### src/rtl/uart_pkg.sv
// Shared UART definitions: transmitter state type, default line timing and
// 8N1 frame geometry.
package uart_pkg;

  localparam int DEFAULT_CLK_FREQ = 100_000_000;
  localparam int DEFAULT_BAUD     = 9600;

  // 8N1: one start bit, eight data bits, one stop bit.
  localparam int FRAME_BITS = 10;
  localparam int DATA_BITS  = 8;

  typedef enum logic [1:0] {
    IDLE,
    START,
    DATA,
    STOP
  } tx_state_t;

endpackage

### src/rtl/uart_tx_queue_if.sv
// Producer-side write port of the transmit queue. Producers only ever see
// the FIFO status; the serial line is a separate plain port.
interface uart_tx_queue_if #(
  parameter int DEPTH = 16
);
  localparam int AW = $clog2(DEPTH);

  logic          wr_en;
  logic [7:0]    wr_data;
  logic          full;
  logic          empty;
  logic [AW:0]   level;
  logic          overflow;

  modport master (
    output wr_en, wr_data,
    input  full, empty, level, overflow
  );

  modport slave (
    input  wr_en, wr_data,
    output full, empty, level, overflow
  );

endinterface

### src/rtl/sync_fifo.sv
// Single-clock FIFO with show-ahead read: rd_data always presents the head
// entry, and rd_en consumes it at the next edge. Occupancy is kept in its own
// counter so full/empty fall straight out of a register compare.
module sync_fifo #(
  parameter int WIDTH = 8,
  parameter int DEPTH = 16,
  localparam int AW = $clog2(DEPTH)
) (
  input  logic             clk,
  input  logic             rst_n,
  input  logic             wr_en,
  input  logic [WIDTH-1:0] wr_data,
  input  logic             rd_en,
  output logic [WIDTH-1:0] rd_data,
  output logic             full,
  output logic             empty,
  output logic [AW:0]      level,
  output logic             overflow
);

  localparam logic [AW:0] FULL_LEVEL = (AW + 1)'(DEPTH);

  logic [WIDTH-1:0] mem [DEPTH];
  logic [AW-1:0]    wr_ptr;
  logic [AW-1:0]    rd_ptr;
  logic             do_wr;
  logic             do_rd;

  // full is judged on the pre-edge level, so a write to a full FIFO is lost
  // even when the same edge pops an entry.
  assign do_wr   = wr_en && !full;
  assign do_rd   = rd_en && !empty;
  assign full    = (level == FULL_LEVEL);
  assign empty   = (level == '0);
  assign rd_data = mem[rd_ptr];

  // Pointers, occupancy counter and the dropped-write pulse.
  // NOTE: state registers use non-blocking (<=) so every flop samples the
  // pre-edge values regardless of statement order.
  always_ff @(posedge clk or negedge rst_n) begin
    if (!rst_n) begin
      wr_ptr   <= '0;
      rd_ptr   <= '0;
      level    <= '0;
      overflow <= 1'b0;
    end else begin
      overflow <= wr_en && full;
      if (do_wr) wr_ptr <= wr_ptr + 1'b1;
      if (do_rd) rd_ptr <= rd_ptr + 1'b1;
      case ({do_wr, do_rd})
        2'b10:   level <= level + 1'b1;
        2'b01:   level <= level - 1'b1;
        default: level <= level;
      endcase
    end
  end

  // Storage array write.
  // NOTE: the array has no reset; contents are only ever read behind the
  // level counter, so stale data is unreachable and the array can map to RAM.
  always_ff @(posedge clk) begin
    if (do_wr) mem[wr_ptr] <= wr_data;
  end

endmodule

### src/rtl/uart_tx_queue.sv
// Buffered 8N1 UART transmitter. Producers push bytes into a small FIFO;
// the serializer pops one byte per frame and shifts it out LSB first on
// RsTx. Consecutive frames are emitted with no idle gap while data is queued.
module uart_tx_queue
  import uart_pkg::*;
#(
  parameter int CLK_FREQ = DEFAULT_CLK_FREQ,
  parameter int BAUD     = DEFAULT_BAUD,
  parameter int DEPTH    = 16
) (
  input  logic                  clk,
  input  logic                  rst_n,
  uart_tx_queue_if.slave        wr,
  output logic                  busy,
  output logic                  RsTx
);

  localparam int DIV = CLK_FREQ / BAUD;
  localparam int BCW = (DIV > 1) ? $clog2(DIV) : 1;
  localparam logic [BCW-1:0] BAUD_LAST = BCW'(DIV - 1);
  localparam logic [2:0]     LAST_BIT  = 3'(DATA_BITS - 1);

  tx_state_t      state;
  logic [BCW-1:0] baud_cnt;
  logic [2:0]     bit_cnt;
  logic [7:0]     shift;
  logic [7:0]     head;
  logic           bit_end;
  logic           pop;

  // A pop happens either from IDLE as soon as data is present, or on the
  // last STOP cycle so the next start bit follows without a gap.
  assign bit_end = (baud_cnt == BAUD_LAST);
  assign pop     = !wr.empty && ((state == IDLE) || ((state == STOP) && bit_end));

  sync_fifo #(
    .WIDTH (8),
    .DEPTH (DEPTH)
  ) u_fifo (
    .clk      (clk),
    .rst_n    (rst_n),
    .wr_en    (wr.wr_en),
    .wr_data  (wr.wr_data),
    .rd_en    (pop),
    .rd_data  (head),
    .full     (wr.full),
    .empty    (wr.empty),
    .level    (wr.level),
    .overflow (wr.overflow)
  );

  // Frame sequencer: baud timing, bit counting, shifting and the line flop.
  always_ff @(posedge clk or negedge rst_n) begin
    if (!rst_n) begin
      state    <= IDLE;
      baud_cnt <= '0;
      bit_cnt  <= '0;
      shift    <= '0;
      busy     <= 1'b0;
      RsTx     <= 1'b1;
    end else begin
      // Baud counter wraps at every bit boundary; IDLE pins it at zero so
      // each frame's timing is anchored to its own start bit.
      baud_cnt <= bit_end ? '0 : baud_cnt + 1'b1;

      case (state)
        IDLE: begin
          baud_cnt <= '0;
          if (pop) begin
            shift <= head;
            RsTx  <= 1'b0;
            busy  <= 1'b1;
            state <= START;
          end
        end

        START: begin
          if (bit_end) begin
            RsTx    <= shift[0];
            bit_cnt <= '0;
            state   <= DATA;
          end
        end

        DATA: begin
          if (bit_end) begin
            shift   <= shift >> 1;
            bit_cnt <= bit_cnt + 1'b1;
            if (bit_cnt == LAST_BIT) begin
              RsTx  <= 1'b1;
              state <= STOP;
            end else begin
              RsTx  <= shift[1];
            end
          end
        end

        STOP: begin
          if (bit_end) begin
            if (pop) begin
              shift <= head;
              RsTx  <= 1'b0;
              state <= START;
            end else begin
              busy  <= 1'b0;
              state <= IDLE;
            end
          end
        end

        default: begin
          busy  <= 1'b0;
          RsTx  <= 1'b1;
          state <= IDLE;
        end
      endcase
    end
  end

endmodule

### src/flat_wrapper.sv
// flat-port wrapper written by rule: the top's interface ports become plain ports
module uart_tx_queue_flat import uart_pkg::*;
#(
  parameter int CLK_FREQ = DEFAULT_CLK_FREQ,
  parameter int BAUD     = DEFAULT_BAUD,
  parameter int DEPTH    = 16
)
  (clk, rst_n, busy, RsTx, wr_wr_en, wr_wr_data, wr_full, wr_empty, wr_level, wr_overflow);
  uart_tx_queue_if #(.DEPTH(DEPTH)) wr_i ();
  input  logic clk;
  input  logic rst_n;
  output logic busy;
  output logic RsTx;
  input wire logic [$bits(wr_i.wr_en)-1:0] wr_wr_en;
  input wire logic [$bits(wr_i.wr_data)-1:0] wr_wr_data;
  output wire logic [$bits(wr_i.full)-1:0] wr_full;
  output wire logic [$bits(wr_i.empty)-1:0] wr_empty;
  output wire logic [$bits(wr_i.level)-1:0] wr_level;
  output wire logic [$bits(wr_i.overflow)-1:0] wr_overflow;
  assign wr_i.wr_en = wr_wr_en;
  assign wr_i.wr_data = wr_wr_data;
  assign wr_full = wr_i.full;
  assign wr_empty = wr_i.empty;
  assign wr_level = wr_i.level;
  assign wr_overflow = wr_i.overflow;
  uart_tx_queue #(.CLK_FREQ(CLK_FREQ), .BAUD(BAUD), .DEPTH(DEPTH)) u_core (.clk(clk), .rst_n(rst_n), .wr(wr_i), .busy(busy), .RsTx(RsTx));
endmodule
### config.mk
export PLATFORM = sky130hd
export DESIGN_NAME = uart_tx_queue_flat
export DESIGN_NICKNAME = d
export VERILOG_FILES = /design/src/rtl/uart_pkg.sv /design/src/rtl/uart_tx_queue_if.sv /design/src/rtl/sync_fifo.sv /design/src/rtl/uart_tx_queue.sv /design/src/flat_wrapper.sv
export SDC_FILE = /design/constraint.sdc
export NUM_CORES = 1
export LEC_CHECK = 0
export BUFFER_PORTS_ARGS = -buffer_cell sky130_fd_sc_hd__buf_2
export CAP_MARGIN = 20
export CORE_MARGIN = 2
export CORE_UTILIZATION = 35
export DETAILED_ROUTE_END_ITERATION = 10
export GPL_ROUTABILITY_DRIVEN = 1
export GPL_TIMING_DRIVEN = 1
export PLACE_DENSITY = 0.6
export SLEW_MARGIN = 20
export SYNTH_ARGS = -nofsm -noshare
export SYNTH_HDL_FRONTEND = slang
export SYNTH_HIERARCHICAL = 1
export SYNTH_SLANG_ARGS = --single-unit
export TNS_END_PERCENT = 50
### constraint.sdc
create_clock -name clk -period 7.51 [get_ports clk]
set_input_delay 1.502 -clock clk [delete_from_list [all_inputs] [get_ports clk]]
set_output_delay 1.502 -clock clk [all_outputs]
set_load 0.02 [all_outputs]
==> summary.txt, run 1 <==
CP startpoint kind -> register
CTS tree -> done
leading post-synthesis cells by cell area -> sky130_fd_sc_hd__edfxtp_1 (51%), sky130_fd_sc_hd__dfrtp_1 (14%), sky130_fd_sc_hd__mux4_2 (4.8%), sky130_fd_sc_hd__mux2i_1 (3.7%), sky130_fd_sc_hd__mux2_2 (3.1%)
worst min-delay path category -> register to register
highest clock frequency the design can meet -> 241 MHz
clock root buffer -> sky130_fd_sc_hd__clkbuf_16
area leader, netlist -> sky130_fd_sc_hd__edfxtp_1
via count -> 4096
die area -> 22600 sq um
signal arrival time at the worst endpoint -> 4.46 ns
sequential-to-total area share from yosys stat -> 0.655
outcome -> completed
combinational fraction of design power -> 0.109
global-route wire length before repair -> 23.4 mm
hold path depth -> 1
post-DR vias/cell -> 5.13
Area growth, synth to finish -> 12.1%
top-level port count -> 21
crit path max-delay cell type -> sky130_fd_sc_hd__nor4_4
count of H-tree levels built during CTS -> 4
fraction of layout cells with a size suffix above 1 -> 0.202
Slew Limit Headroom -> 0.308
highest fanout seen on the critical path -> 13
delay of the slowest critical-path stage -> 0.72 ns
final weighted congestion in routability-driven placement -> 0.805
net count reported at finish -> 541
post-route minimum period -> 4.15 ns
Pwr Density -> 272 nW/um^2
Synth Instances -> 490
number of synthesized flops with an enable pin -> 128
Req. time, crit path -> 7.81 ns
Hold Buf Count CTS -> 0
most used standard cell by instance count after synthesis -> sky130_fd_sc_hd__edfxtp_1
number of library cell types mapped by synthesis -> 56
Switching Share -> 0.247
Seq pwr share -> 0.507
cell types with the highest counts after synthesis -> sky130_fd_sc_hd__edfxtp_1 (128), sky130_fd_sc_hd__dfrtp_1 (42), sky130_fd_sc_hd__mux2i_1 (28), sky130_fd_sc_hd__nor2_1 (28), sky130_fd_sc_hd__o21ai_0 (23)
global router's overall resource usage -> 0.138
remaining routing DRC violations -> 0
GRT overflow -> 0
Die X-Extent -> 150 um
number of warnings reported in the yosys synthesis log -> 6
power share of the clock group -> 0.384
pre-CTS setup slack -> 3.37 ns
critical path capture point type -> register
share of the synthesized area in the top cell type -> 0.512
total clock sinks -> 171
clock input transition at the sequential cells of the worst setup and hold paths -> 0.06 ns
count of input and output buffers -> 20
# Max-Cap Violations -> 0
maximum number of pins on one net before global-route repair -> 52
number of setup violations in the final report -> 0
fraction of registers with async set or reset after synthesis -> 0.251
top_reg_cell synth -> sky130_fd_sc_hd__edfxtp_1
clock latency at the later pin of the worst-skew pair -> 0.43 ns
Int Pwr -> 1.73 mW
Net Count, Synth -> 520
most repeated library cell on the critical path -> sky130_fd_sc_hd__nor2b_1
total CTS buffers -> 17
area of the core region -> 21000 sq um
Filler Cells Inserted -> 1896
switching power total -> 0.567 mW
Avg WL per Cell -> 18.2 um
Worst-Margin Slew -> 1.03 ns
setup repair after global routing missed its margin -> no
die height -> 150 um
buffer levels on the longest clock path -> 2
First-pass DRT Iterations -> 5
Post-CTS Setup Repair Bufs -> 0
Post-Synthesis Cell Area -> 7510 sq um
Mean Syn Cell Area -> 15.3 sq um
CP Class -> register to register
worst-case reg-to-reg path depth -> 13
post-cts resize count -> 0
number of antenna violations at the first check in global routing -> 0
count of state elements after synthesis -> 171
cell-by-cell listing of the critical path -> or4_4, nor4_4, a21oi_1, nor2_1, nor2b_1, ha_1, inv_1, fa_1, nor2b_1, o21ai_0, nand3_1, or3b_1, xnor2_1
final antenna-violating net count -> 0
Period Utilization, post-route -> 0.553
worst ir drop on vdd -> 154 uV
vias in the first global route -> 4293
Setup Skew -> 0.00791 ns
diodes inserted -> 0
Sum Neg Setup Slack -> 0 ns
final worst-path setup slack -> 3.36 ns
hpwl dp -> 9.26 mm
number of rows in the core area -> 53
final count of hold timing violations -> 0
iteration-0 DRC count of the detailed router -> 250
final WL -> 14.5 mm
leakage power -> 3.19 nW
initial standard-cell utilization of the core -> 0.357
final slew viol count -> 0
-- state kept, by name, summed over array words and instances, names as in the netlist --
signal                  flops
u_core/baud_cnt            14
u_core/u_fifo/rd_ptr        4
u_core/busy                 1
u_core/u_fifo/mem         128
u_core/shift                8
u_core/u_fifo/overflow      1
u_core/RsTx                 1
u_core/bit_cnt              3
u_core/state                2
u_core/u_fifo/level         5
u_core/u_fifo/wr_ptr        4
-- routing by layer --
layer	track usage	wire (um)
met4	0.0542	266
met3	0.0285	447
met2	0.234	7450
met5	0	0
met1	0.174	6340
-- per-stage QoR --
| stage | cells | hold slack, ns | power, mW | utilization | area [sq um] |
|---|---|---|---|---|---|
| 3_5_place_dp | 767 | 0.479 | 1.43 | 0.372 | 7820 |
| 4_1_cts | 799 | 0.498 | 2.32 | 0.400 | 8420 |
| 2_1_floorplan | 490 | 0.452 | 1.34 | - | 7510 |
| 6_report | 799 | 0.499 | 2.29 | 0.400 | 8420 |
| 5_1_grt | 799 | 0.522 | 2.39 | 0.400 | 8420 |
| 3_3_place_gp | 767 | 0.468 | 1.42 | 0.372 | 7820 |
-- critical path, delay by kind of cell (launching register included) --
family | cells | cell delay [ns]
buffers and inverters | 1 | 0.11
xor gates and xnor gates | 1 | 0.13
DFF | 1 | 0.42
AOI/OAI and AO/OA | 2 | 0.28
and+or+nand+nor | 7 | 2.35
adders and majority gates | 2 | 0.74
-- placed cells by master (no fill, tap or decap), types with 3 or more instances in the layout --
master,netlist,routed
sky130_fd_sc_hd__a21oi_1,15,15
sky130_fd_sc_hd__mux2_2,21,21
sky130_fd_sc_hd__clkinv_4,0,3
sky130_fd_sc_hd__mux2i_1,28,28
sky130_fd_sc_hd__edfxtp_1,128,128
sky130_fd_sc_hd__nor2b_1,4,4
sky130_fd_sc_hd__and3_1,5,5
sky130_fd_sc_hd__dfrtp_1,42,41
sky130_fd_sc_hd__xor2_1,7,7
sky130_fd_sc_hd__xnor2_1,14,14
sky130_fd_sc_hd__nand4_1,4,4
sky130_fd_sc_hd__nand2_1,22,22
sky130_fd_sc_hd__o21ai_0,23,23
sky130_fd_sc_hd__ha_1,18,18
sky130_fd_sc_hd__mux4_2,16,16
sky130_fd_sc_hd__clkbuf_16,0,17
sky130_fd_sc_hd__o2bb2ai_1,3,3
sky130_fd_sc_hd__nand2b_1,3,3
sky130_fd_sc_hd__bufinv_16,0,3
sky130_fd_sc_hd__a22oi_1,9,9
sky130_fd_sc_hd__nor3_1,6,6
sky130_fd_sc_hd__inv_6,0,4
sky130_fd_sc_hd__buf_4,3,7
sky130_fd_sc_hd__and2_1,4,4
sky130_fd_sc_hd__inv_1,18,18
sky130_fd_sc_hd__nand3_1,8,8
sky130_fd_sc_hd__a221oi_1,7,7
sky130_fd_sc_hd__buf_2,5,20
sky130_fd_sc_hd__nor2_1,28,28
-- power by group through the flow --
stage	Sequential (mW)	Clock [mW]	Combinational [mW]
after CTS	1.16	0.899	0.253
after detailed placement	1.18	0	0.251
after global routing	1.17	0.935	0.279
after global placement	1.18	0	0.245
final	1.16	0.880	0.250
after floorplan	1.18	0	0.160
-- cell families after synthesis --
| logic type | after synthesis | share of synthesized area |
|---|---|---|
| compound gates | 71 | 0.0633 |
| flops | 171 | 0.655 |
| buf+inv | 43 | 0.0340 |
| xor+xnor | 21 | 0.0245 |
| mux | 69 | 0.124 |
| simple gates | 96 | 0.0666 |
| fa+ha+maj | 19 | 0.0327 |
-- final cells by class --
class / count / area [sq um] / area share
clock inverters: 13 / 164 / 0.0195
well taps: 275 / 344 / 0.0409
multi-input cells: 276 / 2330 / 0.277
repair buffers: 27 / 153 / 0.0181
clock buffers: 19 / 433 / 0.0514
inverters: 18 / 67.6 / 0.00803
flip-flops and latches: 171 / 4920 / 0.585
-- final timing paths --
kind	start	to	slack, ns
worst max-delay path	u_core/baud_cnt[10]	u_core/u_fifo/level[4]	3.36
worst min-delay path	u_core/shift[5]	u_core/shift[5]	0.50
worst max register to register	u_core/baud_cnt[10]	u_core/u_fifo/level[4]	3.36
worst min register to register	u_core/shift[5]	u_core/shift[5]	0.50
max in group asynchronous	rst_n	u_core/u_fifo/rd_ptr[0]	5.61
min in group asynchronous	rst_n	u_core/baud_cnt[7]	1.22
Note: power is estimated with default switching activity, not from simulation.
==> inputs of run 2 (changes only) <==
Settings changed: ABC_AREA set to 1, PLACE_DENSITY 0.6 to 0.62.
Clock period 7.51 ns to 3.5 ns, I/O delays scaled along.
==> summary.txt, run 2 <==
outcome -> completed
highest fanout seen on the critical path -> 6 (-7)
R2R setup slack -> 0.47 ns (-2.88 ns)
Top Registers -> u_core/u_fifo/mem x128, u_core/baud_cnt x14, u_core/shift x8
area of combinational cells with multiple inputs -> 2570 sq um (+10%)
most used cells in the layout excluding fill and tap cells -> sky130_fd_sc_hd__nand2_1 (271), sky130_fd_sc_hd__edfxtp_1 (128), sky130_fd_sc_hd__inv_1 (91)
Worst-Margin Slew -> 0.919 ns (-0.116 ns)
sequential-to-total area share from yosys stat -> 0.617 (-0.0383)
leakage power -> 3.85 nW (+21%)
Pwr Density -> 540 nW/um^2 (+98%)
net count reported at finish -> 864 (+60%)
setup repair after global routing missed its margin -> no
fraction of layout cells with a size suffix above 1 -> 0.104 (-0.0984)
Switching Share -> 0.276 (+0.0292)
diodes inserted -> 0 (unchanged)
worst ir drop on vdd -> 308 uV (+100%)
Post-CTS Setup Repair Bufs -> 0 (unchanged)
Area growth, synth to finish -> 11.4%
final antenna-violating net count -> 0 (unchanged)
share of the synthesized area in the top cell type -> 0.482 (-0.0299)
clock latency at the later pin of the worst-skew pair -> 0.43 ns (about the same)
Storage cell area -> 4920 sq um (unchanged)
number of warnings reported in the yosys synthesis log -> 6 (unchanged)
GRT overflow -> 0 (unchanged)
final count of hold timing violations -> 0 (unchanged)
remaining routing DRC violations -> 0 (unchanged)
number of library cell types mapped by synthesis -> 39 (-30%)
final weighted congestion in routability-driven placement -> 0.786 (-2.4%)
top_reg_cell synth -> sky130_fd_sc_hd__edfxtp_1
leading post-synthesis cells by cell area -> sky130_fd_sc_hd__edfxtp_1 (48%), sky130_fd_sc_hd__dfrtp_1 (13%), sky130_fd_sc_hd__nand2_1 (13%), sky130_fd_sc_hd__inv_1 (4.3%), sky130_fd_sc_hd__nor2_1 (4.0%)
Setup Skew -> 0.0138 ns (+0.00593 ns)
Seq pwr share -> 0.512 (+0.005)
most used standard cell by instance count after synthesis -> sky130_fd_sc_hd__nand2_1
Hold Buf Count CTS -> 0 (unchanged)
Die X-Extent -> 155 um (+3.0%)
CTS tree -> done
buffer levels on the longest clock path -> 2 (unchanged)
number of synthesized flops with an enable pin -> 128 (unchanged)
total CTS buffers -> 17 (unchanged)
post-DR vias/cell -> 4.69 (-8.6%)
Sum Neg Setup Slack -> 0 ns (unchanged)
combinational fraction of design power -> 0.117 (+0.008)
launching point of the worst reg2reg path -> u_core/state[1]
fin area -> 8890 sq um (+5.6%)
count of H-tree levels built during CTS -> 4 (unchanged)
Finished Core Util -> 0.395 (-0.00551)
final slew viol count -> 0 (unchanged)
Int Pwr -> 3.47 mW (+100%)
maximum number of pins on one net before global-route repair -> 82 (+58%)
most frequent standard cell in the layout excluding fill and tap cells -> sky130_fd_sc_hd__nand2_1
initial standard-cell utilization of the core -> 0.355 (-0.00278)
Synth Instances -> 815 (+66%)
iteration-0 DRC count of the detailed router -> 424 (+70%)
post-cts resize count -> 0 (unchanged)
clock input transition at the sequential cells of the worst setup and hold paths -> 0.07 ns (about the same)
critical register-to-register path endpoint -> u_core/u_fifo/level[4]
critical path capture point type -> register
number of setup violations in the final report -> 0 (unchanged)
top-level port count -> 21 (unchanged)
total clock sinks -> 171 (unchanged)
Mean Syn Cell Area -> 9.79 sq um (-36%)
signal arrival time at the worst endpoint -> 3.35 ns (-1.11 ns)
cell types with the highest counts after synthesis -> sky130_fd_sc_hd__nand2_1 (271), sky130_fd_sc_hd__edfxtp_1 (128), sky130_fd_sc_hd__inv_1 (91), sky130_fd_sc_hd__nor2_1 (84), sky130_fd_sc_hd__nand3_1 (60)
area after detailed placement -> 8330 sq um (+6.5%)
fraction of registers with async set or reset after synthesis -> 0.251 (unchanged)
# Max-Cap Violations -> 0 (unchanged)
worst-case reg-to-reg path depth -> 19 (+6)
count of state elements after synthesis -> 171 (unchanged)
Slew Limit Headroom -> 0.387 (+0.0796)
Net Count, Synth -> 845 (+63%)
hpwl dp -> 10.5 mm (+14%)
Period Utilization, post-route -> 0.865 (+0.312)
number of antenna violations at the first check in global routing -> 0 (unchanged)
worst min-delay path category -> input port to asynchronous set/reset pin
register with the most flip-flops -> u_core/u_fifo/mem
via count -> 5305 (+30%)
global router's overall resource usage -> 0.143 (+0.00528)
highest clock frequency the design can meet -> 330 MHz (+37%)
First-pass DRT Iterations -> 6 (+1)
number of rows in the core area -> 55 (+3.8%)
post-route minimum period -> 3.03 ns (-1.13 ns)
Avg WL per Cell -> 14.5 um (-20%)
Filler Cells Inserted -> 2182 (+15%)
Req. time, crit path -> 3.82 ns (-3.99 ns)
Post-Synthesis Cell Area -> 7980 sq um (+6.2%)
die area -> 24000 sq um (+6.0%)
power share of the clock group -> 0.372 (-0.012)
CP Class -> register to register
global-route wire length before repair -> 26.7 mm (+14%)
area of the core region -> 22500 sq um (+7.0%)
flip-flop count of the largest register after layout -> 128 (unchanged)
switching power total -> 1.33 mW (+130%)
area leader, netlist -> sky130_fd_sc_hd__edfxtp_1
count of input and output buffers -> 20 (unchanged)
Power, Total -> 4.80 mW (+110%)
vias in the first global route -> 5012 (+17%)
clock root buffer -> sky130_fd_sc_hd__clkbuf_16
die height -> 155 um (+3.0%)
final WL -> 16.4 mm (+13%)
CP startpoint kind -> register
==> run 2: cell types whose count changed in the layout (fill, tap and decap cells not counted), moves of 16 or more <==
cell,previous run,this run
sky130_fd_sc_hd__inv_1,18,91
sky130_fd_sc_hd__mux2_2,21,0
sky130_fd_sc_hd__mux2i_1,28,6
sky130_fd_sc_hd__mux4_2,16,0
sky130_fd_sc_hd__nand2_1,22,271
sky130_fd_sc_hd__nand3_1,8,60
sky130_fd_sc_hd__nor2_1,28,84
==> run 2: how the worst max path moves through the flow <==
stage | slack [ns] | depth (start not counted) | end | start
2_1_floorplan | 0.82 | 19 | u_core/u_fifo/level[4] | u_core/state[1]
3_5_place_dp | 0.49 | 19 | u_core/u_fifo/level[4] | u_core/state[1]
6_report | 0.47 | 19 | u_core/u_fifo/level[4] | u_core/state[1]
3_3_place_gp | 0.59 | 19 | u_core/u_fifo/level[4] | u_core/state[1]
5_1_grt | 0.16 | 19 | u_core/u_fifo/level[4] | u_core/state[1]
4_1_cts | 0.47 | 19 | u_core/u_fifo/level[4] | u_core/state[1]
==> run 2: worst max-delay path: stages (launching register included) <==
cell and delay, ns:
sky130_fd_sc_hd__dfrtp_1 0.40, sky130_fd_sc_hd__inv_1 0.17, sky130_fd_sc_hd__ha_1 0.32, sky130_fd_sc_hd__inv_1 0.18, sky130_fd_sc_hd__a21oi_1 0.27, sky130_fd_sc_hd__nand2_4 0.10
sky130_fd_sc_hd__inv_1 0.06, sky130_fd_sc_hd__nand2_1 0.13, sky130_fd_sc_hd__inv_1 0.13, sky130_fd_sc_hd__ha_1 0.24, sky130_fd_sc_hd__inv_1 0.10, sky130_fd_sc_hd__fa_1 0.42
sky130_fd_sc_hd__inv_1 0.07, sky130_fd_sc_hd__nand2_1 0.04, sky130_fd_sc_hd__nand2_1 0.08, sky130_fd_sc_hd__nand2_1 0.05, sky130_fd_sc_hd__nand2_1 0.05, sky130_fd_sc_hd__nand2_1 0.04
sky130_fd_sc_hd__nand2_1 0.05, sky130_fd_sc_hd__nand2_1 0.04
==> run 2: power by group through the flow <==
stage          sequential, mW  clock, mW  combinational [mW]
6_report                 2.46       1.78               0.559
5_1_grt                  2.48       1.91               0.634
4_1_cts                  2.46       1.81               0.565
3_5_place_dp             2.50          0               0.562
3_3_place_gp             2.50          0               0.551
2_1_floorplan            2.51          0               0.344
==> run 2: cell families (layout without fill, tap and decap cells) <==
logic type      count (synthesis)  after routing  synth area share
simple gates                  451            451             0.239
compound gates                 38             38            0.0323
xor+xnor                       11             11            0.0121
mux                             6              6           0.00753
fa+ha+maj                      19             19            0.0307
buf+inv                       119            151            0.0610
flops                         171            171             0.617
==> run 2: final cells by class <==
| cell class | count | share of cell area |
|---|---|---|
| Clock inverter | 14 | 0.0142 |
| Sequential cell | 171 | 0.554 |
| Multi-Input combinational cell | 525 | 0.289 |
| Clock buffer | 18 | 0.0483 |
| Timing Repair Buffer | 23 | 0.0138 |
| Tap cell | 285 | 0.0401 |
| Inverter | 96 | 0.0405 |
==> run 2: per-layer routing <==
| metal | GRT usage | vias to the layer above | wire length, um |
|---|---|---|---|
| met5 | 0 | - | 0 |
| li1 | - | 2663 | - |
| met1 | 0.200 | 2495 | 7760 |
| met4 | 0.0401 | 0 | 163 |
| met3 | 0.0340 | 18 | 843 |
| met2 | 0.224 | 129 | 7620 |
==> run 2: metrics by stage <==
step                hold WS (ns)  instances  setup WS (ns)
floorplan                  0.404        815          0.821
global placement           0.441       1100          0.593
detailed placement         0.455       1100          0.486
CTS                        0.255       1132          0.470
global route               0.276       1132          0.159
finish                     0.244       1132          0.473
